**src/rtl/stopwatch_pkg.sv**
```systemverilog
// Shared stopwatch definitions: run-control codes,
// BCD digit limits and default count resolution.
package stopwatch_pkg;

  typedef enum logic [1:0] {
    CTRL_ENABLE  = 2'b00,
    CTRL_DISABLE = 2'b01,
    CTRL_RESET   = 2'b10
  } cnt_ctrl_e;

  localparam int unsigned BCD_MAX_UNITS   = 9;
  localparam int unsigned BCD_MAX_TENS    = 5;
  localparam int unsigned DEFAULT_TICK_HZ = 100;

  function automatic logic is_ctrl(
    input logic [1:0] ctrl,
    input cnt_ctrl_e  code
  );
    return ctrl == code;
  endfunction

endpackage

```
**src/rtl/stopwatch_counter_if.sv**
```systemverilog
// Stopwatch counter bundle: run control in, BCD time
// and tick/rollover pulses out. slave = counter side.
interface stopwatch_counter_if;
  logic [1:0] cnt_ctrl;
  logic [7:0] o_csec;
  logic [7:0] o_sec;
  logic [7:0] o_min;
  logic       o_tick;
  logic       o_rollover;

  modport master (
    output cnt_ctrl,
    input  o_csec, o_sec, o_min,
    input  o_tick, o_rollover
  );

  modport slave (
    input  cnt_ctrl,
    output o_csec, o_sec, o_min,
    output o_tick, o_rollover
  );
endinterface

```
**src/rtl/bcd_digit_cnt.sv**
```systemverilog
// One BCD digit 0..MAX_VAL. Ports: clk, rst_n, clr, inc,
// digit (registered), carry (inc while at MAX_VAL).
module bcd_digit_cnt
  import stopwatch_pkg::*;
#(
  parameter int unsigned MAX_VAL = BCD_MAX_UNITS
) (
  input  logic       clk,
  input  logic       rst_n,
  input  logic       clr,
  input  logic       inc,
  output logic [3:0] digit,
  output logic       carry
);

  localparam logic [3:0] MAX = 4'(MAX_VAL);

  logic [3:0] digit_q;
  logic       at_max;

  assign at_max = digit_q == MAX;
  assign carry  = inc & at_max;
  assign digit  = digit_q;

  // clr wins over inc
  always_ff @(posedge clk or negedge rst_n) begin
    if (!rst_n) begin
      digit_q <= '0;
    end else if (clr) begin
      digit_q <= '0;
    end else if (inc) begin
      digit_q <= at_max ? 4'd0 : digit_q + 4'd1;
    end
  end

endmodule

```
**src/rtl/stopwatch_counter.sv**
```systemverilog
// mm:ss.cc stopwatch counter. Ports: clk, rst_n, sw (slave):
// cnt_ctrl in; o_csec/o_sec/o_min BCD, o_tick, o_rollover out.
module stopwatch_counter
  import stopwatch_pkg::*;
#(
  parameter int unsigned CLK_FREQ_HZ = 50_000_000,
  parameter int unsigned TICK_HZ     = DEFAULT_TICK_HZ
) (
  input  logic                clk,
  input  logic                rst_n,
  stopwatch_counter_if.slave  sw
);

  localparam int unsigned DIV = CLK_FREQ_HZ / TICK_HZ;
  localparam int unsigned W   = $clog2(DIV);
  localparam logic [W-1:0] PRE_MAX = W'(DIV - 1);

  if (DIV < 2 || (CLK_FREQ_HZ % TICK_HZ) != 0) begin : g_div_chk
    $error("stopwatch_counter: DIV must be an integer >= 2");
  end

  logic [W-1:0] pre_q, pre_d;
  logic         wrap;
  logic         clr;
  logic         tick_q, roll_q;

  logic [3:0] cu, ct, su, st, mu, mt;
  logic       c_cu, c_ct, c_su, c_st, c_mu, c_mt;

  assign clr = is_ctrl(sw.cnt_ctrl, CTRL_RESET);

  // 11 falls into default: hold like DISABLE
  always_comb begin
    pre_d = pre_q;
    wrap  = 1'b0;
    unique case (1'b1)
      is_ctrl(sw.cnt_ctrl, CTRL_RESET): begin
        pre_d = '0;
      end
      is_ctrl(sw.cnt_ctrl, CTRL_ENABLE): begin
        if (pre_q == PRE_MAX) begin
          pre_d = '0;
          wrap  = 1'b1;
        end else begin
          pre_d = pre_q + 1'b1;
        end
      end
      default: ;
    endcase
  end

  always_ff @(posedge clk or negedge rst_n) begin
    if (!rst_n) begin
      pre_q  <= '0;
      tick_q <= 1'b0;
      roll_q <= 1'b0;
    end else begin
      pre_q  <= pre_d;
      tick_q <= wrap;
      roll_q <= c_mt;
    end
  end

  bcd_digit_cnt #(.MAX_VAL(BCD_MAX_UNITS)) u_csec_u (
    .clk(clk), .rst_n(rst_n), .clr(clr),
    .inc(wrap), .digit(cu), .carry(c_cu)
  );

  bcd_digit_cnt #(.MAX_VAL(BCD_MAX_UNITS)) u_csec_t (
    .clk(clk), .rst_n(rst_n), .clr(clr),
    .inc(c_cu), .digit(ct), .carry(c_ct)
  );

  bcd_digit_cnt #(.MAX_VAL(BCD_MAX_UNITS)) u_sec_u (
    .clk(clk), .rst_n(rst_n), .clr(clr),
    .inc(c_ct), .digit(su), .carry(c_su)
  );

  bcd_digit_cnt #(.MAX_VAL(BCD_MAX_TENS)) u_sec_t (
    .clk(clk), .rst_n(rst_n), .clr(clr),
    .inc(c_su), .digit(st), .carry(c_st)
  );

  bcd_digit_cnt #(.MAX_VAL(BCD_MAX_UNITS)) u_min_u (
    .clk(clk), .rst_n(rst_n), .clr(clr),
    .inc(c_st), .digit(mu), .carry(c_mu)
  );

  bcd_digit_cnt #(.MAX_VAL(BCD_MAX_TENS)) u_min_t (
    .clk(clk), .rst_n(rst_n), .clr(clr),
    .inc(c_mu), .digit(mt), .carry(c_mt)
  );

  assign sw.o_csec     = {ct, cu};
  assign sw.o_sec      = {st, su};
  assign sw.o_min      = {mt, mu};
  assign sw.o_tick     = tick_q;
  assign sw.o_rollover = roll_q;

endmodule

```
**src/flat_wrapper.sv**
```systemverilog
// flat-port wrapper written by rule: the top's interface ports become plain ports
module stopwatch_counter_flat import stopwatch_pkg::*;
#(
  parameter int unsigned CLK_FREQ_HZ = 50_000_000,
  parameter int unsigned TICK_HZ     = DEFAULT_TICK_HZ
)
  (clk, rst_n, sw_cnt_ctrl, sw_o_csec, sw_o_sec, sw_o_min, sw_o_tick, sw_o_rollover);
  stopwatch_counter_if sw_i ();
  input  logic clk;
  input  logic rst_n;
  input wire logic [$bits(sw_i.cnt_ctrl)-1:0] sw_cnt_ctrl;
  output wire logic [$bits(sw_i.o_csec)-1:0] sw_o_csec;
  output wire logic [$bits(sw_i.o_sec)-1:0] sw_o_sec;
  output wire logic [$bits(sw_i.o_min)-1:0] sw_o_min;
  output wire logic [$bits(sw_i.o_tick)-1:0] sw_o_tick;
  output wire logic [$bits(sw_i.o_rollover)-1:0] sw_o_rollover;
  assign sw_i.cnt_ctrl = sw_cnt_ctrl;
  assign sw_o_csec = sw_i.o_csec;
  assign sw_o_sec = sw_i.o_sec;
  assign sw_o_min = sw_i.o_min;
  assign sw_o_tick = sw_i.o_tick;
  assign sw_o_rollover = sw_i.o_rollover;
  stopwatch_counter #(.CLK_FREQ_HZ(CLK_FREQ_HZ), .TICK_HZ(TICK_HZ)) u_core (.clk(clk), .rst_n(rst_n), .sw(sw_i));
endmodule
```
**config.mk**
```make
export PLATFORM = sky130hd
export DESIGN_NAME = stopwatch_counter_flat
export DESIGN_NICKNAME = d
export VERILOG_FILES = /design/src/rtl/stopwatch_pkg.sv /design/src/rtl/stopwatch_counter_if.sv /design/src/rtl/bcd_digit_cnt.sv /design/src/rtl/stopwatch_counter.sv /design/src/flat_wrapper.sv
export SDC_FILE = /design/constraint.sdc
export NUM_CORES = 1
export LEC_CHECK = 0
export CAP_MARGIN = 20
export CORE_AREA = 2 2 71 73
export CTS_BUF_LIST = sky130_fd_sc_hd__clkbuf_8
export DETAILED_ROUTE_END_ITERATION = 7
export DIE_AREA = 0 0 73 75
export DONT_BUFFER_PORTS = 1
export GPL_TIMING_DRIVEN = 1
export MAX_ROUTING_LAYER = met4
export PLACE_DENSITY_LB_ADDON = 0.2
export SYNTH_ARGS = -nofsm -noshare
export SYNTH_HDL_FRONTEND = slang
export SYNTH_SLANG_ARGS = --single-unit
```
**constraint.sdc**
```tcl
create_clock -name clk -period 2.19 [get_ports clk]
set_clock_uncertainty 0.1 [all_clocks]
set_input_delay 0.5475 -clock clk [delete_from_list [all_inputs] [get_ports clk]]
set_output_delay 0.5475 -clock clk [all_outputs]
set_load 0.02 [all_outputs]
```
-- After elaboration in Yosys (flattened, before gate mapping)
Index checks and enable logic that the tools add are counted.
Widths: inputs -> output; s select.
- logic and storage cells: 60
- register bits after elaboration: 45
- output and inout port bits: 26
- bits of input ports: 4
- equality and inequality tests: 8
- add/sub/neg operators: 7
- bitwise operators: 6
- reduce and logical (&&, ||, !) cells: 8
- multiplexer cells: 22
- operators by type and width (cell ; number):
    $mux 4 ; 18
    $pmux 19 s2 ; 1
    $add 4x1->4 const B ; 6
    $add 19x1->19 const B ; 1
    $eq 19x19->1 const B ; 1
    $mux 19 ; 1
    $eq 4x4->1 const B ; 4
    $reduce_bool 2->1 ; 7
    $eq 4x3->1 const B ; 2
    $and 1x1->1 ; 6
    $eq 2x2->1 const B ; 1
    $logic_not 2->1 ; 1
    $mux 1 ; 2

-- Logic depth before layout (Yosys ltp)
Gate-level depths: netlist of the first run.
- depth in word-level cells: 10
- mapped depth: 8

-- Modules after synthesis
From an unflattened synthesis of the first run, not the netlist that was laid out.
- cells, all modules: 290
- area total of the unflattened synthesis: 2633.8 um2
- modules (own cells, without submodules) (module ; cells an instance ; instances ; sequential area each (um2) ; area each (um2)):
    stopwatch_counter ; 140 ; 1 ; 525.5 ; 1199.9
    bcd_digit_cnt (u_core.u_csec_t ...) ; 26 ; 4 ; 100.1 ; 241.5
    bcd_digit_cnt (u_core.u_min_t ...) ; 23 ; 2 ; 100.1 ; 234.0

-- Worst setup path after synthesis of the first run
OpenSTA, ideal clock, no wires.
- kind: input to register
- start: input port sw_cnt_ctrl[0]
- end: register u_core.u_min_t.digit_q[1], in the netlist u_core.u_min_t.digit[1]
- slack: -248 ps
- required time: 1965 ps
- cell stages on the path: 7
- setup time: 125 ps
- data arrival time: 2213 ps
- path buffers: 2
- cells stage by stage: buf_2 or2_1 clkbuf_8 nor4b_4 nand4_4 nor3_1 mux2_2
- cells in the longest elaborated chain, start to end: 8
- RTL lines (element ; RTL line ; RTL):
    start, declared ; flat_wrapper.sv:11 ; input wire logic [$bits(sw_i.cnt_ctrl)-1:0] sw_cnt_ctrl;
    $logic_not 2->1 ; stopwatch_pkg.sv:19 ; return ctrl == code;
    $mux 1 ; stopwatch_counter.sv:36 ; unique case (1'b1)
    $and 1x1->1 (5 in series) ; bcd_digit_cnt.sv:22 ; assign carry = inc & at_max;
    $reduce_bool 2->1 (no source line) ; - ;
    end signal, assigned ; bcd_digit_cnt.sv:32 ; digit_q <= at_max ? 4'd0 : digit_q + 4'd1;
    end, declared ; bcd_digit_cnt.sv:18 ; logic [3:0] digit_q;
Several ways; a longest one is shown, not always the timed one.
A chain may end at the register's enable or synchronous reset.

-- Worst setup path after layout of the first run
- start: register u_core.pre_q[11]
- end: register u_core.u_min_u.digit_q[2], in the netlist u_core.u_min_u.digit[2]
- cells in the longest elaborated chain, start to end: 8
- RTL lines (element ; RTL line ; RTL):
    start, declared ; stopwatch_counter.sv:22 ; logic [W-1:0] pre_q, pre_d;
    start signal, assigned ; stopwatch_counter.sv:58 ; pre_q <= pre_d;
    $eq 19x19->1 ; stopwatch_counter.sv:41 ; if (pre_q == PRE_MAX) begin
    $mux 1 ; stopwatch_counter.sv:41 ;
    $mux 1 ; stopwatch_counter.sv:36 ;
    $and 1x1->1 (4 in series) ; bcd_digit_cnt.sv:22 ;
    $reduce_bool 2->1 (no source line) ; - ;
    end signal, assigned ; bcd_digit_cnt.sv:32 ;
    end, declared ; bcd_digit_cnt.sv:18 ;
Every way passes these cells.

==> impl_metrics.py, run 1 <==
metrics = {
    "worst_setup_path": {
        "r2r_slack_ns": -0.05,
        "start_kind": "flip-flop",
        "end_kind": "flip-flop",
        "setup.worst_path.start": "u_core.pre_q[11]",
        "crit_chain": "or4b_4 -> buf_4 -> nor4b_4 -> nand2_2 -> or4_1 -> a21oi_1",
        "critPathSlowestCell": "or4b_4",
        "worstReg2RegStart": "u_core.pre_q[11]",
        "cp.required_ns": 2.32,
        "reg2reg_depth": 6,
        "slowest_delay_ns": 0.56,
        "crit_path_max_fanout": 5,
        "crit_arrival_ns": 2.37,
        "path_class": "flip-flop to flip-flop",
    },
    "routing": {
        "drc_errors": 0,
        "drt_pass1_iterations": 4,
        "drt_iter0_markers": 138,
        "wirelength_um": 6462,
        "num_vias": 2430,
        "detail-route-antenna-nets": 0,
        "avgViaCountPerCell": 6.106,
        "wl_per_cell_um": 16.24,
    },
    "global_routing": {
        "grt_max_degree": 46,
        "grt_antenna_before_repair": 0,
        "grt_pass1_wl_um": 10490,
        "grtUsageTotal": 0.2542,
        "grt_overflow": 0,
        "grt_pass1_vias": 2226,
    },
    "floorplan": {
        "core_um2": 4661,
        "fp.dieW_um": 73,
        "fp-row-count": 25,
        "die_h_um": 75,
        "die_area_um2": 5475,
        "pin_count": 30,
        "start_util": 0.5726,
    },
    "outcome": {
        "violations": "negative setup slack",
        "outcome": "complete, but fails checks",
    },
    "timing": {
        "setup_viol": 7,
        "maxSlewViolCount": 0,
        "period_minus_slack_ns": 2.239,
        "rsz0062_at_grt": "yes",
        "setup_ws_ns": -0.04911,
        "finalCritPeriodShare": 1.022,
        "fmax_ghz": 0.4466,
        "maxSlewHeadroom": 0.5985,
        "tightest_slew_ns": 0.6000,
        "hold_viol": 0,
    },
    "clock_network": {
        "cts_made_buffers": 5,
        "cts_num_sinks": 45,
        "cts_tree": "done",
        "clk_latency_ns": 0.30,
        "clockBufferDepth": 2,
        "cts.clk_slew.worst_paths_ns": 0.08,
        "h-tree-depth": 2,
        "root_buffer": "clkbuf_8",
    },
    "placed_design": {
        "io_buffers": 0,
        "place_congestion": 0.8407,
        "place_hpwl_um": 4267,
    },
    "synthesis": {
        "synth_fp_nets": 307,
        "yosys.area.top_type": "dfrtp_1",
        "synth_seq_cells": 45,
        "netlist_area_um2": 2669,
        "synthTopCellsByArea": "dfrtp_1 (42%), ha_1 (6.1%), nand3_1 (5.4%), nand2_1 (4.4%), o21ai_0 (3.8%)",
        "ys_types": 56,
        "syn_avg_cell_area_um2": 9.203,
        "synth_edf_count": 0,
        "ys_top_cells_by_count": "dfrtp_1 (45), nand2_1 (31), nand3_1 (29)",
        "synth.yosys.warnings": 0,
        "seq_area_frac_synth": 0.4219,
        "synth.most_common_cell": "dfrtp_1",
        "synthArstFlopShare": 1.000,
        "ys.flop_type": "dfrtp_1",
        "synthCells": 290,
        "synth.top_cell.area_share": 0.4219,
    },
    "final_layout": {
        "diodes": 0,
        "drive_above_1_share": 0.2703,
        "areaGrowthSynthToFinish_pct": 25.22,
        "nets": 360,
        "final_core_util": 0.7170,
    },
    "pwr": {
        "powerDensity_nw_per_um2": 482.9,
        "finalPower_mw": 1.614,
        "ir_drop_mv": 0.3707,
        "cellLeakagePower_nw": 1.556,
    },
    "worst_hold_path": {
        "hold_path_class": "primary input to flip-flop",
        "whs_path_depth": 1,
        "min_from": "sw_cnt_ctrl[1]",
    },
    "job": {
        "maxCapViolCount": 0,
    },
}
-- timing repair --
item | 4_1_cts | 5_1_grt
hold endpoints to repair | 45 | 0
hold buffers | 2 | 0
cloned | 1 | 0
endpoints found under the setup margin | 12 | 33
pin swaps | 8 | 11
buffers inserted | 3 | 2
gates resized for setup | 9 | 19
-- power breakdown --
part	switching, mW	internal, mW	total, mW	leakage [nW]
combinational	0.100	0.0745	0.175	0.878
clock	0.283	0.286	0.569	0.0542
sequential	0.0154	0.855	0.870	0.624
total	0.399	1.21	1.61	1.56
-- per-layer routing --
layer	global-route usage	routed length (um)
met5	-	0
met4	0.06790	74
met3	0.06024	277
met2	0.4074	3206
met1	0.3240	2904
-- layout by cell type, fill, tap and decap left out, types with 2 or more instances in the layout --
cell type / netlist / layout
buf_4: 0 / 50
a22o_1: 2 / 2
nand3_1: 29 / 29
or4b_4: 1 / 2
nand2_1: 31 / 29
a21oi_1: 17 / 13
xor2_1: 3 / 3
nand2_2: 1 / 2
inv_1: 13 / 13
or4_1: 8 / 6
nand4_4: 1 / 2
nor4b_4: 1 / 2
mux2i_1: 6 / 6
o21ai_1: 0 / 4
a21oi_2: 0 / 3
buf_6: 1 / 5
dfrtp_1: 45 / 45
a21o_1: 2 / 2
ha_1: 13 / 13
clkbuf_8: 1 / 7
nor2_1: 13 / 13
nor2b_1: 3 / 3
o21ai_0: 20 / 16
nor3_1: 15 / 14
or4_4: 0 / 2
a31o_2: 2 / 2
nor4_1: 2 / 2
and3b_1: 2 / 2
o31ai_1: 5 / 4
a31oi_1: 2 / 2
nand4_1: 5 / 5
or3_1: 11 / 11
-- area by class of cell --
| type | instances | area (um2) |
|---|---|---|
| Multi-Input combinational cell | 221 | 1529 |
| Fill cell | 348 | 1319 |
| Sequential cell | 45 | 1126 |
| Timing Repair Buffer | 57 | 469.2 |
| Clock buffer | 7 | 96.34 |
| Tap cell | 54 | 67.56 |
| Inverter | 13 | 48.80 |
| Clock inverter | 1 | 5.005 |
-- flip-flops by register name, summed over array words and instances (netlist names) --
name	flops
u_core.u_min_u.digit	4
u_core.u_csec_t.digit	4
u_core.u_csec_u.digit	4
u_core.sw.o_tick	1
u_core.pre_q	19
u_core.u_min_t.digit	4
u_core.sw.o_rollover	1
u_core.u_sec_u.digit	4
u_core.u_sec_t.digit	4
-- critical path: cells and delay by family (launching register included) --
kind | cells | cell delay [ns]
compound gates | 1 | 0.13
buf+inv | 1 | 0.16
flops | 1 | 0.38
simple gates | 4 | 1.40
-- final timing paths --
kind / endpoint
max in group asynchronous: u_core.u_min_t.digit[3]
worst max-delay path: u_core.u_min_u.digit[2]
worst min-delay path: u_core.u_csec_u.digit[0]
min in group asynchronous: u_core.pre_q[0]
worst min register to register: u_core.pre_q[18]
worst max register to register: u_core.u_min_u.digit[2]
-- cells by family (layout without fill, tap and decap cells) --
kind of cell,Yosys count,in the layout,share of synthesized area
and+or+nand+nor,138,139,0.2968
AOI/OAI and AO/OA,59,59,0.1360
DFF,45,45,0.4219
buffers and inverters,25,78,0.04782
adders and majority gates,13,13,0.06095
muxes,7,7,0.02672
xor gates and xnor gates,3,3,0.009847
-- per-stage QoR --
step / area (um2) / worst slack [ns] / instances / hold slack (ns) / TNS, ns
finish: 3342 / -0.04911 / 398 / 0.2384 / -0.1474
global route: 3342 / -0.1239 / 398 / 0.2359 / -1.142
CTS: 3257 / -0.03786 / 396 / 0.2425 / -0.1959
detailed placement: 3049 / -0.05540 / 382 / 0.1529 / -0.3486
global placement: 3049 / -0.008147 / 382 / 0.1531 / -0.008147
floorplan: 2701 / -0.2087 / 290 / 0.1519 / -1.699
No activity file was read; power rests on OpenSTA's default activity.
==> run 2, diff against run 1 <==
--- a/config.mk
+++ b/config.mk
@@ -12,8 +12,8 @@
 export DIE_AREA = 0 0 73 75
 export DONT_BUFFER_PORTS = 1
 export GPL_TIMING_DRIVEN = 1
-export MAX_ROUTING_LAYER = met4
-export PLACE_DENSITY_LB_ADDON = 0.2
+export PLACE_DENSITY = 0.8
+export SKIP_LAST_GASP = 1
 export SYNTH_ARGS = -nofsm -noshare
 export SYNTH_HDL_FRONTEND = slang
 export SYNTH_SLANG_ARGS = --single-unit
==> impl_metrics.py, run 2 (synthesis gave the netlist of run 1 again) <==
metrics = {
    "outcome": {
        "outcome": "complete, but fails checks",
        "violations": "negative setup slack",
    },
    "final_layout": {
        "instances_no_fill": 406,
        "layout_commonest_cell": "buf_4",
        "drive_above_1_share": 0.3153,
        "diodes": 0,
        "nets": 368,
        "final_cell_mix": "buf_4 (54), dfrtp_1 (45), nand2_1 (30)",
        "areaGrowthSynthToFinish_pct": 29.30,
        "nFillCells": 301,
        "largest_reg_flops": 19,
        "max_flop_register": "u_core.pre_q",
        "final_core_util": 0.7404,
    },
    "floorplan": {
        "fp-row-count": 25,
        "pin_count": 30,
        "start_util": 0.5726,
        "fp.dieW_um": 73,
        "die_area_um2": 5475,
        "die_h_um": 75,
        "core_um2": 4661,
    },
    "timing": {
        "whs_ns": 0.2509,
        "maxSlewViolCount": 0,
        "setup_ws_ns": -0.1996,
        "finalCritPeriodShare": 1.091,
        "setup_viol": 23,
        "fmax_ghz": 0.4185,
        "fin_setup_tns_ns": -1.783,
        "hold_viol": 0,
        "period_minus_slack_ns": 2.390,
        "maxSlewHeadroom": 0.5907,
        "rsz0062_at_grt": "yes",
        "tightest_slew_ns": 0.6127,
    },
    "worst_setup_path": {
        "path_class": "flip-flop to flip-flop",
        "worstReg2RegStart": "u_core.pre_q[5]",
        "crit_arrival_ns": 2.50,
        "endpoint": "u_core.u_min_t.digit[0]",
        "end_kind": "flip-flop",
        "start_kind": "flip-flop",
        "setup.worst_path.start": "u_core.pre_q[5]",
        "r2r_slack_ns": -0.20,
        "cp.required_ns": 2.30,
        "reg2reg_depth": 6,
        "crit_path_max_fanout": 6,
        "reg2reg_to": "u_core.u_min_t.digit[0]",
    },
    "routing": {
        "num_vias": 2547,
        "wl_met3_um": 445,
        "met2_length_um": 3980,
        "wl_per_cell_um": 18.33,
        "drc_errors": 0,
        "avgViaCountPerCell": 6.273,
        "drt_pass1_iterations": 5,
        "detail-route-antenna-nets": 0,
        "wirelength_um": 7440,
        "drt-met1-wl_um": 2904,
        "routed.top_layer": "met4",
        "drt_iter0_markers": 214,
    },
    "global_routing": {
        "grt_pass1_wl_um": 10650,
        "grt_max_degree": 46,
        "grt_antenna_before_repair": 0,
        "grt_pass1_vias": 2401,
        "grtUsageTotal": 0.2495,
        "grt_overflow": 0,
    },
    "placed_design": {
        "dp_cells": 379,
        "place_hpwl_um": 4489,
        "io_buffers": 0,
        "place_congestion": 0.8319,
    },
    "worst_hold_path": {
        "hold_path_class": "primary input to flip-flop",
    },
    "clock_network": {
        "root_buffer": "clkbuf_8",
        "cts_made_buffers": 5,
        "cts_tree": "done",
        "cts_num_sinks": 45,
        "clockBufferDepth": 2,
        "clk_latency_ns": 0.30,
        "h-tree-depth": 2,
        "cts.clk_slew.worst_paths_ns": 0.08,
    },
    "pwr": {
        "powerDensity_nw_per_um2": 449.3,
        "ir_drop_mv": 0.4127,
        "finalPower_mw": 1.551,
        "cellLeakagePower_nw": 1.590,
    },
    "job": {
        "maxCapViolCount": 0,
    },
}
-- run 2: cell count changes in the layout (fill, tap and decap cells not counted), sizes merged --
cell	delta
clkbuf	-2
a21o	+1
nand4	-1
buf	+8
clkinv	-1
inv	+3
-- run 2: where the power goes --
group,internal (mW),total [mW],switching (mW)
Clock,0.213,0.494,0.280
Sequential,0.855,0.871,0.0168
Combinational,0.0764,0.186,0.109
Total,1.14,1.55,0.406
-- run 2: critical path: stages, from the launching register on --
cell	delay, ns
dfrtp_1	0.39
or3b_4	0.43
nor4b_4	0.45
buf_4	0.19
and4b_2	0.35
nand4_1	0.17
mux2i_1	0.23
-- run 2: how the worst min path moves through the flow --
stage	from	endpoint	slack [ns]	depth (start not counted)
floorplan	rst_n	u_core.pre_q[0]	0.15	0
global route	sw_cnt_ctrl[1]	u_core.u_csec_u.digit[2]	0.25	1
detailed placement	rst_n	u_core.u_sec_t.digit[3]	0.15	0
finish	sw_cnt_ctrl[1]	u_core.u_csec_u.digit[2]	0.25	1
global placement	rst_n	u_core.u_sec_t.digit[2]	0.15	0
CTS	sw_cnt_ctrl[1]	u_core.u_csec_u.digit[2]	0.25	1
-- run 2: per-layer routing --
layer | up-vias | GRT usage
li1 | 1183 | -
met1 | 1248 | 0.2963
met2 | 103 | 0.4424
met3 | 13 | 0.06292
met4 | 0 | 0.08230
met5 | - | 0
-- run 2: timing repair --
| item | 4_1_cts | 5_1_grt |
|---|---|---|
| hold endpoints to repair | 45 | 0 |
| gates cloned | 0 | 2 |
| resized for setup | 4 | 42 |
| setup buffers | 8 | 10 |
| pin swaps | 4 | 17 |
| hold buffers | 2 | 0 |
| setup endpoints to repair | 18 | 36 |
-- run 2: area by class of cell --
cell class	instances	area (um2)	area share
clock inverter	3	11.26	0.003263
clock buffer	5	68.82	0.01994
tap	54	67.56	0.01958
timing repair buffer	65	538.0	0.1559
multi-input combinational	221	1590	0.4608
inverter	13	48.80	0.01414
sequential	45	1126	0.3263
-- run 2: stage by stage --
| stage | setup WS, ns | cell area [um2] |
|---|---|---|
| 3_3_place_gp | -0.01008 | 3027 |
| 4_1_cts | -0.09566 | 3221 |
| 6_report | -0.1996 | 3451 |
| 2_1_floorplan | -0.2087 | 2701 |
| 3_5_place_dp | -0.1398 | 3027 |
| 5_1_grt | -0.2564 | 3451 |
